==> config.mk <==
export PLATFORM = sky130hd
export DESIGN_NAME = multi_axis_stepper_flat
export DESIGN_NICKNAME = d
export VERILOG_FILES = /design/src/rtl/multi_axis_stepper_if.sv /design/src/rtl/multi_axis_stepper.sv /design/src/flat_wrapper.sv
export SDC_FILE = /design/constraint.sdc
export NUM_CORES = 1
export LEC_CHECK = 0
export CAP_MARGIN = 30
export CORE_ASPECT_RATIO = 1.25
export CORE_MARGIN = 1.5
export CORE_UTILIZATION = 46
export CTS_CLUSTER_SIZE = 14
export DETAILED_ROUTE_END_ITERATION = 7
export PLACE_DENSITY = 0.7
export RECOVER_POWER = 25
export SYNTH_ARGS = -nofsm -noshare
export SYNTH_HDL_FRONTEND = slang
export SYNTH_SLANG_ARGS = --single-unit
==> constraint.sdc <==
create_clock -name clock -period 4.43 [get_ports clock]
set_input_delay 0.886 -clock clock [delete_from_list [all_inputs] [get_ports clock]]
set_output_delay 0.886 -clock clock [all_outputs]
set_load 0.05 [all_outputs]
==> src/rtl/multi_axis_stepper_if.sv <==
// Command/status bundle between the motion-register block (master) and the
// N-axis step/direction generator (slave). Vectors are packed per axis.
interface multi_axis_stepper_if #(
  parameter int NUM_AXES = 2,
  parameter int POS_W    = 32,
  parameter int DIV_W    = 20
);
  logic [NUM_AXES-1:0]       cmd_valid;
  logic [NUM_AXES-1:0]       cmd_ready;
  logic [NUM_AXES*POS_W-1:0] cmd_target;
  logic [NUM_AXES*DIV_W-1:0] cmd_period;
  logic [NUM_AXES-1:0]       abort;
  logic                      zero_pos;
  logic [NUM_AXES-1:0]       step_out;
  logic [NUM_AXES-1:0]       dir_out;
  logic [NUM_AXES*POS_W-1:0] position;
  logic [NUM_AXES-1:0]       busy;
  logic [NUM_AXES-1:0]       done;

  modport master (
    output cmd_valid, cmd_target, cmd_period, abort, zero_pos,
    input  cmd_ready, step_out, dir_out, position, busy, done
  );

  modport slave (
    input  cmd_valid, cmd_target, cmd_period, abort, zero_pos,
    output cmd_ready, step_out, dir_out, position, busy, done
  );
endinterface

==> src/rtl/multi_axis_stepper.sv <==
// N independent step/direction generators: each axis walks its position to an
// absolute signed target, one step per (clamped) period, with a fixed-width high pulse.
module multi_axis_stepper #(
  parameter int NUM_AXES     = 2,
  parameter int POS_W        = 32,
  parameter int DIV_W        = 20,
  parameter int PULSE_CYCLES = 100
) (
  input logic                 clock,
  input logic                 reset,
  multi_axis_stepper_if.slave bus
);

  typedef enum logic [1:0] {
    ST_IDLE  = 2'd0,
    ST_SETUP = 2'd1,
    ST_HIGH  = 2'd2,
    ST_LOW   = 2'd3
  } state_t;

  localparam logic [DIV_W-1:0] MIN_PERIOD = DIV_W'(2 * PULSE_CYCLES);
  localparam logic [DIV_W-1:0] HIGH_LAST  = DIV_W'(PULSE_CYCLES - 1);
  localparam logic [DIV_W-1:0] LOW_TRIM   = DIV_W'(PULSE_CYCLES + 1);
  localparam logic [DIV_W-1:0] CNT_ONE    = DIV_W'(1);
  localparam logic signed [POS_W-1:0] POS_ONE = POS_W'(1);

  genvar gi;
  generate
    for (gi = 0; gi < NUM_AXES; gi++) begin : g_axis
      state_t                  state_q, state_d;
      logic signed [POS_W-1:0] pos_q, pos_d;
      logic signed [POS_W-1:0] target_q, target_d;
      logic [DIV_W-1:0]        period_q, period_d;
      logic [DIV_W-1:0]        cnt_q, cnt_d;
      logic                    dir_q, dir_d;
      logic                    step_q, step_d;
      logic                    done_q, done_d;
      logic                    abort_q, abort_d;
      logic signed [POS_W-1:0] pos_base;
      logic signed [POS_W-1:0] cmd_target;
      logic [DIV_W-1:0]        cmd_period;

      assign cmd_target = bus.cmd_target[gi*POS_W +: POS_W];
      assign cmd_period = bus.cmd_period[gi*DIV_W +: DIV_W];

      always_ff @(posedge clock) begin
        if (reset) begin
          state_q  <= ST_IDLE;
          pos_q    <= '0;
          target_q <= '0;
          period_q <= '0;
          cnt_q    <= '0;
          dir_q    <= 1'b0;
          step_q   <= 1'b0;
          done_q   <= 1'b0;
          abort_q  <= 1'b0;
        end else begin
          state_q  <= state_d;
          pos_q    <= pos_d;
          target_q <= target_d;
          period_q <= period_d;
          cnt_q    <= cnt_d;
          dir_q    <= dir_d;
          step_q   <= step_d;
          done_q   <= done_d;
          abort_q  <= abort_d;
        end
      end

      always_comb begin
        state_d  = state_q;
        pos_d    = pos_q;
        target_d = target_q;
        period_d = period_q;
        cnt_d    = cnt_q;
        dir_d    = dir_q;
        done_d   = 1'b0;
        abort_d  = abort_q;
        pos_base = pos_q;

        unique case (state_q)
          ST_IDLE: begin
            abort_d = 1'b0;
            // A zero request in the accept cycle lands first, so direction is judged against 0.
            if (bus.zero_pos) pos_base = '0;
            pos_d = pos_base;
            if (bus.cmd_valid[gi]) begin
              target_d = cmd_target;
              period_d = (cmd_period < MIN_PERIOD) ? MIN_PERIOD : cmd_period;
              if ((cmd_period == '0) || (cmd_target == pos_base)) begin
                done_d = 1'b1;
              end else begin
                dir_d   = (cmd_target < pos_base);
                state_d = ST_SETUP;
              end
            end
          end

          ST_SETUP: begin
            if (bus.abort[gi]) begin
              state_d = ST_IDLE;
              done_d  = 1'b1;
            end else begin
              state_d = ST_HIGH;
              cnt_d   = HIGH_LAST;
              pos_d   = dir_q ? (pos_q - POS_ONE) : (pos_q + POS_ONE);
            end
          end

          ST_HIGH: begin
            abort_d = abort_q | bus.abort[gi];
            if (cnt_q == '0) begin
              state_d = ST_LOW;
              cnt_d   = period_q - LOW_TRIM;
            end else begin
              cnt_d = cnt_q - CNT_ONE;
            end
          end

          ST_LOW: begin
            abort_d = abort_q | bus.abort[gi];
            if (cnt_q == '0) begin
              if ((pos_q == target_q) || abort_d) begin
                state_d = ST_IDLE;
                done_d  = 1'b1;
              end else begin
                // Position moves on the edge that raises the pulse, keeping it in step with the pins.
                state_d = ST_HIGH;
                cnt_d   = HIGH_LAST;
                pos_d   = dir_q ? (pos_q - POS_ONE) : (pos_q + POS_ONE);
              end
            end else begin
              cnt_d = cnt_q - CNT_ONE;
            end
          end

          default: state_d = ST_IDLE;
        endcase

        step_d = (state_d == ST_HIGH);
      end

      assign bus.step_out[gi]                 = step_q;
      assign bus.dir_out[gi]                  = dir_q;
      assign bus.position[gi*POS_W +: POS_W]  = pos_q;
      assign bus.busy[gi]                     = (state_q != ST_IDLE);
      assign bus.cmd_ready[gi]                = (state_q == ST_IDLE);
      assign bus.done[gi]                     = done_q;
    end
  endgenerate

endmodule

==> src/flat_wrapper.sv <==
// flat-port wrapper written by rule: the top's interface ports become plain ports
module multi_axis_stepper_flat 
#(
  parameter int NUM_AXES     = 2,
  parameter int POS_W        = 32,
  parameter int DIV_W        = 20,
  parameter int PULSE_CYCLES = 100
)
  (clock, reset, bus_cmd_valid, bus_cmd_target, bus_cmd_period, bus_abort, bus_zero_pos, bus_cmd_ready, bus_step_out, bus_dir_out, bus_position, bus_busy, bus_done);
  multi_axis_stepper_if #(.NUM_AXES(NUM_AXES), .POS_W(POS_W), .DIV_W(DIV_W)) bus_i ();
  input logic clock;
  input logic reset;
  input wire logic [$bits(bus_i.cmd_valid)-1:0] bus_cmd_valid;
  input wire logic [$bits(bus_i.cmd_target)-1:0] bus_cmd_target;
  input wire logic [$bits(bus_i.cmd_period)-1:0] bus_cmd_period;
  input wire logic [$bits(bus_i.abort)-1:0] bus_abort;
  input wire logic [$bits(bus_i.zero_pos)-1:0] bus_zero_pos;
  output wire logic [$bits(bus_i.cmd_ready)-1:0] bus_cmd_ready;
  output wire logic [$bits(bus_i.step_out)-1:0] bus_step_out;
  output wire logic [$bits(bus_i.dir_out)-1:0] bus_dir_out;
  output wire logic [$bits(bus_i.position)-1:0] bus_position;
  output wire logic [$bits(bus_i.busy)-1:0] bus_busy;
  output wire logic [$bits(bus_i.done)-1:0] bus_done;
  assign bus_i.cmd_valid = bus_cmd_valid;
  assign bus_i.cmd_target = bus_cmd_target;
  assign bus_i.cmd_period = bus_cmd_period;
  assign bus_i.abort = bus_abort;
  assign bus_i.zero_pos = bus_zero_pos;
  assign bus_cmd_ready = bus_i.cmd_ready;
  assign bus_step_out = bus_i.step_out;
  assign bus_dir_out = bus_i.dir_out;
  assign bus_position = bus_i.position;
  assign bus_busy = bus_i.busy;
  assign bus_done = bus_i.done;
  multi_axis_stepper #(.NUM_AXES(NUM_AXES), .POS_W(POS_W), .DIV_W(DIV_W), .PULSE_CYCLES(PULSE_CYCLES)) u_core (.clock(clock), .reset(reset), .bus(bus_i));
endmodule
==> flow_summary_export.csv, run 1 <==
group,metric,value,unit
outcome,status,"finished, violations left",
outcome,violations,"capacitance limit, slew limit",
pwr,peakVddDrop,0.381,mV
place,placed_cells,2446,
synthesis,synth_compound_area_share,23.3,%
floorplanning,die_w,165,um
floorplanning,start_util,47.1,%
synthesis,synthSimpleGateAreaFrac,22.9,%
synthesis,postSynthCellCount,1926,
synthesis,synth_top_family_by_area,"compound AO/OA/AOI/OAI gates",
critical_path,worstSetupStartpointType,"flop",
floorplanning,placementRows,73,
synthesis,synth.area.mux_share,0.274,%
min_path,hold_path.class,"reg2reg",
synthesis,seq_area_frac_synth,29.2,%
cts,cts_buffer_depth,3,
floorplanning,core_area,0.0321,mm2
timing,max_freq,267,MHz
grt,grt_max_degree,103,
cts,cts_root_buf,"clkbuf_16",
cts,clkLatencyLatePin,0.57,ns
timing,slew_headroom,-79.4,%
drt,drc,0,
synthesis,yosysWarningCount,0,
synthesis,synth_flop_cell,"dfxtp_1",
cts,clock_sinks,220,
place,dp_hpwl,34900,um
final_layout,antenna_cells,0,
cts,cts-resized-gates,0,
timing,rsz0062_at_grt,"false",
final_layout,area_growth,20.1,%
synthesis,async_flop_share,0,%
grt,grt-ovfl-total,0,
final_layout,nets,2306,
critical_path,end_kind,"flop",
timing,tns,0,ns
grt,track_usage,27.6,%
synthesis,synth_edf_count,0,
cts,postCtsHoldBufs,0,
pwr,cellPowerDensity,359,mW/mm2
grt,antenna_found_initial,1,
critical_path,crit_type,"reg2reg",
critical_path,cp.required,4.88,ns
cts,clk_pin_slew,0.06,ns
cts,cts_made_buffers,27,
synthesis,synth_xor_area_share,9.40,%
job,cap_violations,4,
synthesis,syn_nets,2169,
floorplanning,num_io_pins,185,
synthesis,avgSynthCellArea,7.83,um2
grt,first_global_vias,14500,
timing,final.min_clock_period,3.75,ns
drt,ant_nets,0,
timing,maxSlewViolCount,196,
timing,hold_violations,0,
synthesis,synth_adder_area_share,11.0,%
pwr,finalPower,6.51,mW
synthesis,mappedNetlistArea,0.0151,mm2
synthesis,ys_types,77,
place,globalplace.congestion,0.943,
drt,via_count,14800,
drt,drt_iter0_markers,917,
drt,wire_per_inst,18.8,um
timing,hold_slack,0.465,ns
cts,postCtsSetupRepairBufs,0,
drt,drt-vias-per-instance,5.95,
timing,worstMarginPinSlew,2.69,ns
floorplanning,dieArea,0.0339,mm2
final_layout,final_cells,2496,
timing,setup_viol,0,
critical_path,critical_path_arrival,4.20,ns
final_layout,drive_above_1_share,4.22,%
cts,cts_tree,"yes",
drt,drt_wl_total,47000,um
drt,drtPass1Iterations,6,
timing,skew,0.0175,ns
place,port_buffers,184,
timing,fin_crit_sh,84.7,%
critical_path,crit_fanout,20,
grt,grt_pass1_wl,74800,um
floorplanning,die_h,205,um
pwr,p_leak,7.36,nW
synthesis,ys_seq_elements,220,
cts,cts_max_level,1,
-- cell usage after synthesis, types with 22 or more instances --
cell type / count / area [um2]
o21ai_0: 64 / 320
nand2_1: 264 / 991
nor3_1: 48 / 240
nor4_1: 24 / 150
xor2_1: 43 / 377
dfxtp_1: 220 / 4400
clkbuf_1: 81 / 304
nand2b_1: 78 / 488
a21o_1: 69 / 518
ha_1: 130 / 1630
a22oi_1: 59 / 443
inv_1: 34 / 128
a21oi_1: 210 / 1050
a211oi_1: 25 / 188
and3_1: 24 / 150
nor2_1: 153 / 574
nand3_1: 22 / 110
xnor2_1: 119 / 1040
nand4_1: 39 / 244
-- layout make-up --
class	count	area, um2
fillers	2955	13900
multi-input cells	1569	10100
flip-flops and latches	220	4400
repair buffers	210	2020
clock buffers	44	830
well taps	412	515
inverters	35	131
clock inverters	6	120
-- report_power, final --
group	leakage [nW]	switching (mW)	total (mW)	internal (mW)
sequential	1.79	0.165	2.28	2.12
clock	0.467	0.899	2.35	1.45
combinational	5.10	1.12	1.88	0.760
-- layer usage --
layer  wire (um)  vias up  track usage [%]
met5          14        -                0
met4        2100        2             13.2
met3        2780      118             3.69
met2       23000      486             48.7
met1       19200     7046             32.7
li1            -     7196                -
-- worst max-delay path, cell delays in order (launching register included) --
cell,delay [ns]
dfxtp_1,0.92
ha_1,0.39
a211oi_1,0.25
nor2_1,0.12
o311ai_0,0.38
o211ai_1,0.33
o211ai_1,0.36
a21oi_1,0.17
or4_1,0.45
a31oi_1,0.18
o21ai_0,0.08
-- worst paths after layout --
| kind | start | end | slack [ns] | cells past startpoint |
|---|---|---|---|---|
| worst max-delay path | u_core.g_axis[0].dir_q | u_core.g_axis[0].pos_q[31] | 0.68 | 10 |
| worst min-delay path | u_core.g_axis[1].abort_q | u_core.g_axis[1].abort_q | 0.46 | 2 |
| worst max register to register | u_core.g_axis[0].dir_q | u_core.g_axis[0].pos_q[31] | 0.68 | 10 |
| worst min register to register | u_core.g_axis[1].abort_q | u_core.g_axis[1].abort_q | 0.46 | 2 |
-- cells in the final DEF (no fill, tap or decap), drive strengths merged, types with 22 or more instances in the layout --
master / Yosys / layout
nand2: 264 / 264
dfxtp: 220 / 220
a21oi: 210 / 210
clkdlybuf4s50: 0 / 182
nor2: 153 / 153
ha: 130 / 130
xnor2: 119 / 119
nand2b: 78 / 78
a21o: 69 / 69
o21ai: 69 / 69
a22oi: 59 / 59
nor3: 50 / 50
clkbuf: 81 / 48
xor2: 43 / 43
nand4: 39 / 39
inv: 34 / 35
a211oi: 25 / 25
nor4: 24 / 24
and3: 24 / 24
buf: 21 / 24
nand3: 22 / 22
-- kinds of logic (layout without fill, tap and decap cells) --
group                    count (synthesis)  in the layout
adder cells (fa/ha/maj)                132            132
AND/OR/NAND/NOR                        720            720
multiplexers                             4              4
buffers and inverters                  137            295
AO/OA/AOI/OAI                          551            551
flip-flops                             220            220
XOR/XNOR                               162            162
-- state kept, by name, summed over array words and instances (netlist names) --
signal	flops
u_core.g_axis.abort_q	2
u_core.g_axis.cnt_q	40
u_core.g_axis.dir_q	2
u_core.g_axis.done_q	2
u_core.g_axis.period_q	40
u_core.g_axis.pos_q	64
u_core.g_axis.state_q	4
u_core.g_axis.step_q	2
u_core.g_axis.target_q	64
-- per-stage QoR --
stage	worst slack [ns]	utilization, %	instance area [um2]
floorplan	1.13	-	15100
global route	0.353	56.6	18100
finish	0.678	56.6	18100
global placement	0.768	53.7	17200
CTS	0.641	56.6	18200
detailed placement	0.690	53.7	17200
Power figures use the tool's default switching activity.
==> run 2: changes to the inputs <==
==> constraint.sdc (replaced) <==
create_clock -name clock -period 3.8 [get_ports clock]
set_input_delay 0.76 -clock clock [delete_from_list [all_inputs] [get_ports clock]]
set_output_delay 0.76 -clock clock [all_outputs]
set_load 0.05 [all_outputs]
==> run 2 against run 1 <==
The flow still finishes with violations (capacitance limit, slew limit). Wire length down 1.8%. Clock power increased by 10%. Global-route usage fell by 0.67 points. Worst hold slack got worse by 0.0094 ns. Fmax up 12%. First-iteration DRC count decreased by 1.4%. Sequential share of layout area fell by 0.072 points. Die area unchanged. Utilization up 0.17 points. Final cell count hardly changed. Non-clock buffer count up 9. Largest cell class unchanged.
==> flow_summary_export.csv, run 2 (synthesis results as in run 1) <==
group,metric,value,unit
timing,tns,0,ns
pwr,cellPowerDensity,410,mW/mm2
timing,skew,0.0148,ns
grt,antenna_found_initial,1,
critical_path,slowest_delay,0.43,ns
timing,final.min_clock_period,3.36,ns
critical_path,cp.required,4.23,ns
timing,setup_ws,0.437,ns
drt,drc,0,
cts,cts_buffer_depth,3,
critical_path,critical_path_arrival,3.79,ns
timing,maxSlewViolCount,140,
pwr,p_leak,7.39,nW
critical_path,worstSetupStartpointType,"flop",
critical_path,end_kind,"flop",
place,placed_cells,2455,
drt,via_count,14700,
floorplanning,placementRows,73,
grt,first_global_vias,14200,
pwr,finalPower,7.46,mW
final_layout,final_cells,2498,
cts,clk_pin_slew,0.06,ns
place,dpl_cell_area,0.0173,mm2
critical_path,crit_buf_inv,1,
floorplanning,core_area,0.0321,mm2
timing,hold_violations,0,
drt,met2WireLength,22800,um
final_layout,top_regs,"u_core.g_axis.pos_q x64, u_core.g_axis.target_q x64",
cts,postCtsSetupRepairBufs,0,
grt,track_usage,26.9,%
critical_path,cp_top_family,"compound AO/OA/AOI/OAI gates",
cts,cts_made_buffers,26,
drt,drt_wl_total,46200,um
cts,cts_root_buf,"clkbuf_16",
final_layout,mostFrequentLayoutCells,"263 x nand2_1, 220 x dfxtp_1, 209 x a21oi_1, 182 x clkdlybuf4s50_1, 152 x nor2_1",
drt,highest_layer,"met5",
final_layout,fin_area,0.0182,mm2
grt,grt_max_degree,97,
cts,clock_sinks,220,
final_layout,area_growth,20.5,%
timing,max_freq,297,MHz
critical_path,crit_top_cell,"nand2_1",
drt,drt-vias-per-instance,5.87,
drt,wl_met1,19400,um
timing,setup_viol,0,
min_path,hold_path.class,"reg2reg",
drt,wire_per_inst,18.5,um
timing,worstMarginPinSlew,2.63,ns
floorplanning,start_util,47.1,%
place,place_ws,0.475,ns
floorplanning,die_w,165,um
final_layout,multi_input_area,0.0101,mm2
final_layout,finish.utilization,56.7,%
timing,hold_slack,0.455,ns
cts,cts_tree,"yes",
critical_path,crit_type,"reg2reg",
critical_path,crit_fanout,40,
timing,fin_crit_sh,88.5,%
timing,slew_headroom,-75.2,%
place,dp_hpwl,34400,um
final_layout,drive_above_1_share,4.79,%
outcome,violations,"capacitance limit, slew limit",
cts,clkLatencyLatePin,0.54,ns
pwr,peakVddDrop,0.402,mV
critical_path,slowest_stage,"a221o_1",
outcome,status,"finished, violations left",
job,cap_violations,3,
final_layout,register_area,0.00440,mm2
final_layout,nFillCells,2960,
final_layout,final_common_cell,"nand2_1",
cts,cts_max_level,1,
floorplanning,die_h,205,um
final_layout,nets,2314,
floorplanning,dieArea,0.0339,mm2
floorplanning,num_io_pins,185,
critical_path,path_cells,"buf_12 -> ha_1 -> o21ai_0 -> nand2_1 -> a31oi_1 -> o211ai_1 -> a221o_1 -> a41o_1 -> a41oi_1 -> mux2i_1 -> nand2_1",
grt,grt-ovfl-total,0,
drt,drt_iter0_markers,904,
timing,rsz0062_at_grt,"false",
drt,ant_nets,0,
final_layout,antenna_cells,0,
place,globalplace.congestion,0.932,
place,port_buffers,184,
cts,cts-resized-gates,0,
drt,drtPass1Iterations,5,
cts,postCtsHoldBufs,0,
grt,grt_pass1_wl,72900,um
drt,dr_wl_met3,2100,um
-- run 2: changes by cell type in the layout (fill, tap and decap cells not counted), sizes merged --
cell | before | now
clkinv | 3 | 6
inv | 35 | 36
clkbuf | 48 | 34
buf | 24 | 35
clkinvlp | 0 | 1
-- run 2: final cells by class --
type,count,area share (%)
Clock buffer,32,4.04
Clock inverter,11,0.791
Inverter,35,0.722
Multi-Input combinational cell,1569,55.6
Sequential cell,220,24.2
Tap cell,412,2.83
Timing Repair Buffer,219,11.8
-- run 2: worst register-to-register path, cell delays in order (launching register included) --
cell      delay, ns
dfxtp_1        0.40
buf_12         0.23
ha_1           0.35
o21ai_0        0.33
nand2_1        0.09
a31oi_1        0.36
o211ai_1       0.14
a221o_1        0.43
a41o_1         0.30
a41oi_1        0.32
mux2i_1        0.25
nand2_1        0.06
-- run 2: report_power, final --
| group | total [mW] | internal, mW | switching [mW] |
|---|---|---|---|
| sequential | 2.64 | 2.47 | 0.175 |
| clock | 2.59 | 1.57 | 1.02 |
| combinational | 2.23 | 0.906 | 1.32 |
| total | 7.46 | 4.94 | 2.52 |
-- run 2: per-layer routing --
metal  up-vias  GRT usage [%]
li1       7206              -
met1      6994           31.7
met2       353           48.8
met3       106           3.45
met4         2           11.0
met5         -              0
-- run 2: final timing paths --
path              slack (ns)                startpoint  cells past startpoint                    endpoint
hold reg to reg         0.46  u_core.g_axis[0].abort_q                      2    u_core.g_axis[0].abort_q
hold / removal          0.46  u_core.g_axis[0].abort_q                      2    u_core.g_axis[0].abort_q
setup reg to reg        0.44    u_core.g_axis[1].dir_q                     11  u_core.g_axis[1].pos_q[30]
setup / recovery        0.44    u_core.g_axis[1].dir_q                     11  u_core.g_axis[1].pos_q[30]
==> run 3: changes to the inputs <==
--- a/config.mk
+++ b/config.mk
@@ -7,12 +7,13 @@
 export LEC_CHECK = 0
 export CAP_MARGIN = 30
 export CORE_ASPECT_RATIO = 1.25
-export CORE_MARGIN = 1.5
+export CORE_MARGIN = 4
 export CORE_UTILIZATION = 46
 export CTS_CLUSTER_SIZE = 14
 export DETAILED_ROUTE_END_ITERATION = 7
 export PLACE_DENSITY = 0.7
 export RECOVER_POWER = 25
+export SLEW_MARGIN = 15
 export SYNTH_ARGS = -nofsm -noshare
 export SYNTH_HDL_FRONTEND = slang
 export SYNTH_SLANG_ARGS = --single-unit
==> run 3 against run 2 <==
The flow still finishes with violations (capacitance limit, slew limit). Design area is 0.39% lower. Die area rose by 5.5%. Combinational power about the same. Total power fell by 1.8%. Sequential share of layout area up 0.10 points. Largest power group unchanged.
==> flow_summary_export.csv, run 3 (synthesis results as in run 1) <==
group,metric,value,unit
outcome,status,"finished, violations left",
outcome,violations,"capacitance limit, slew limit",
timing,worstMarginPinSlew,2.07,ns
final_layout,top_regs,"u_core.g_axis.pos_q x64, u_core.g_axis.target_q x64",
job,cap_violations,3,
timing,max_freq,292,MHz
min_path,hold_path.class,"reg2reg",
pwr,seqPwrFrac,36.2,%
final_layout,antenna_cells,0,
cts,cts_buffer_depth,3,
cts,cts_max_level,1,
cts,cts_made_buffers,26,
floorplanning,num_io_pins,185,
grt,grt-ovfl-total,0,
floorplanning,core_area,0.0321,mm2
drt,ant_nets,0,
pwr,internal_power,4.81,mW
grt,first_global_vias,14700,
pwr,peakVddDrop,0.360,mV
pwr,p_comb_share,30.4,%
floorplanning,placementRows,73,
critical_path,end_kind,"flop",
floorplanning,die_h,210,um
pwr,cellPowerDensity,404,mW/mm2
cts,clock_sinks,220,
final_layout,nFillCells,3023,
drt,via_count,14800,
final_layout,finish.utilization,56.5,%
critical_path,cp.required,4.15,ns
timing,setup_viol,0,
grt,grt_max_degree,82,
grt,track_usage,25.4,%
drt,drt_wl_total,47300,um
grt,antenna_found_initial,0,
drt,drtPass1Iterations,5,
place,port_buffers,184,
timing,final.min_clock_period,3.42,ns
floorplanning,start_util,47.1,%
timing,tns,0,ns
cts,cts_root_buf,"clkbuf_16",
timing,fin_crit_sh,90.0,%
final_layout,nets,2317,
timing,slew_headroom,-38.1,%
floorplanning,dieArea,0.0358,mm2
timing,hold_violations,0,
pwr,netSwitchingFraction,34.3,%
cts,clkLatencyLatePin,0.55,ns
final_layout,multi_input_area,0.0101,mm2
place,globalplace.congestion,0.928,
place,dp_hpwl,35500,um
critical_path,crit_fanout,15,
drt,wire_per_inst,18.9,um
timing,maxSlewViolCount,199,
final_layout,mostFrequentLayoutCells,"264 x nand2_1, 219 x dfxtp_1, 209 x a21oi_1, 182 x clkdlybuf4s50_1, 152 x nor2_1",
final_layout,drive_above_1_share,4.83,%
drt,drc,0,
pwr,pwr-share-clk,33.3,%
floorplanning,die_w,170,um
critical_path,critical_path_arrival,3.77,ns
drt,drt_iter0_markers,907,
critical_path,crit_type,"reg2reg",
cts,clk_pin_slew,0.06,ns
drt,drt-vias-per-instance,5.93,
pwr,power.switching,2.51,mW
cts,cts_tree,"yes",
grt,grt_pass1_wl,75100,um
pwr,p_leak,7.37,nW
timing,rsz0062_at_grt,"false",
final_layout,register_area,0.00441,mm2
final_layout,final_common_cell,"nand2_1",
final_layout,area_growth,20.0,%
critical_path,worstSetupStartpointType,"flop",
timing,skew,0.0290,ns
## run 3: cell count changes in the layout (fill, tap and decap cells not counted), moves of 2 or more
cell,previous run,this run
buf_4,30,34
inv_6,2,0
clkinv_2,4,2
clkbuf_2,0,3
clkbuf_1,3,7
bufinv_16,3,0
clkbuf_8,4,8
## run 3: metrics by stage
step	hold WS, ns	setup WS, ns	power (mW)	cell area (um2)	std cells
floorplan	0.432	0.498	4.22	15100	1926
global placement	0.440	0.269	4.87	17300	2458
detailed placement	0.452	0.256	4.90	17300	2458
CTS	0.460	0.216	7.36	18100	2502
global route	0.480	0.105	7.72	18100	2502
finish	0.460	0.381	7.33	18100	2502
## run 3: cell type report
| class | instances | share of cell area (%) |
|---|---|---|
| clock buffer | 41 | 4.46 |
| sequential | 220 | 24.3 |
| timing repair buffer | 222 | 11.7 |
| clock inverter | 3 | 0.0967 |
| multi-input combinational | 1569 | 55.8 |
| tap | 412 | 2.85 |
| inverter | 35 | 0.725 |
## run 3: power by group through the flow
stage,logic (mW),clock network [mW],registers [mW]
after floorplan,1.53,0,2.69
after global placement,2.18,0,2.69
after detailed placement,2.21,0,2.70
after CTS,2.22,2.49,2.65
after global routing,2.46,2.58,2.67
final,2.23,2.44,2.65
## run 3: critical path, stage by stage, from the launching register on
cell and delay, ns:
dfxtp_2 0.58, buf_4 0.29, ha_1 0.34, a21oi_1 0.28, a21boi_0 0.15, a311oi_1 0.37
nand3b_1 0.14, o221ai_1 0.30, o311a_1 0.32, nor3b_1 0.08, o31ai_1 0.27, a211oi_1 0.11
## run 3: final timing paths
kind                                 to  depth (start not counted)  slack, ns                      from
min            u_core.g_axis[0].abort_q                          2       0.46  u_core.g_axis[0].abort_q
max reg2reg  u_core.g_axis[1].pos_q[31]                         11       0.38    u_core.g_axis[1].dir_q
min reg2reg    u_core.g_axis[0].abort_q                          2       0.46  u_core.g_axis[0].abort_q
max          u_core.g_axis[1].pos_q[31]                         11       0.38    u_core.g_axis[1].dir_q
## run 3: repair_timing
action	CTS	global route
endpoints found under the hold margin	0	0
hold buffers	0	0
gates resized for setup	0	1
endpoints found under the setup margin	0	4
setup buffers	0	0
## run 3: per-layer routing
metal / vias to the layer above / part of all wire (%) / routed length, um / global-route usage (%)
li1: 7219 / - / - / -
met1: 7031 / 42 / 19600 / 30.8
met2: 481 / 48 / 22700 / 44.1
met3: 114 / 5.5 / 2600 / 3.64
met4: 0 / 4.9 / 2340 / 11.7
met5: - / 0 / 0 / 0
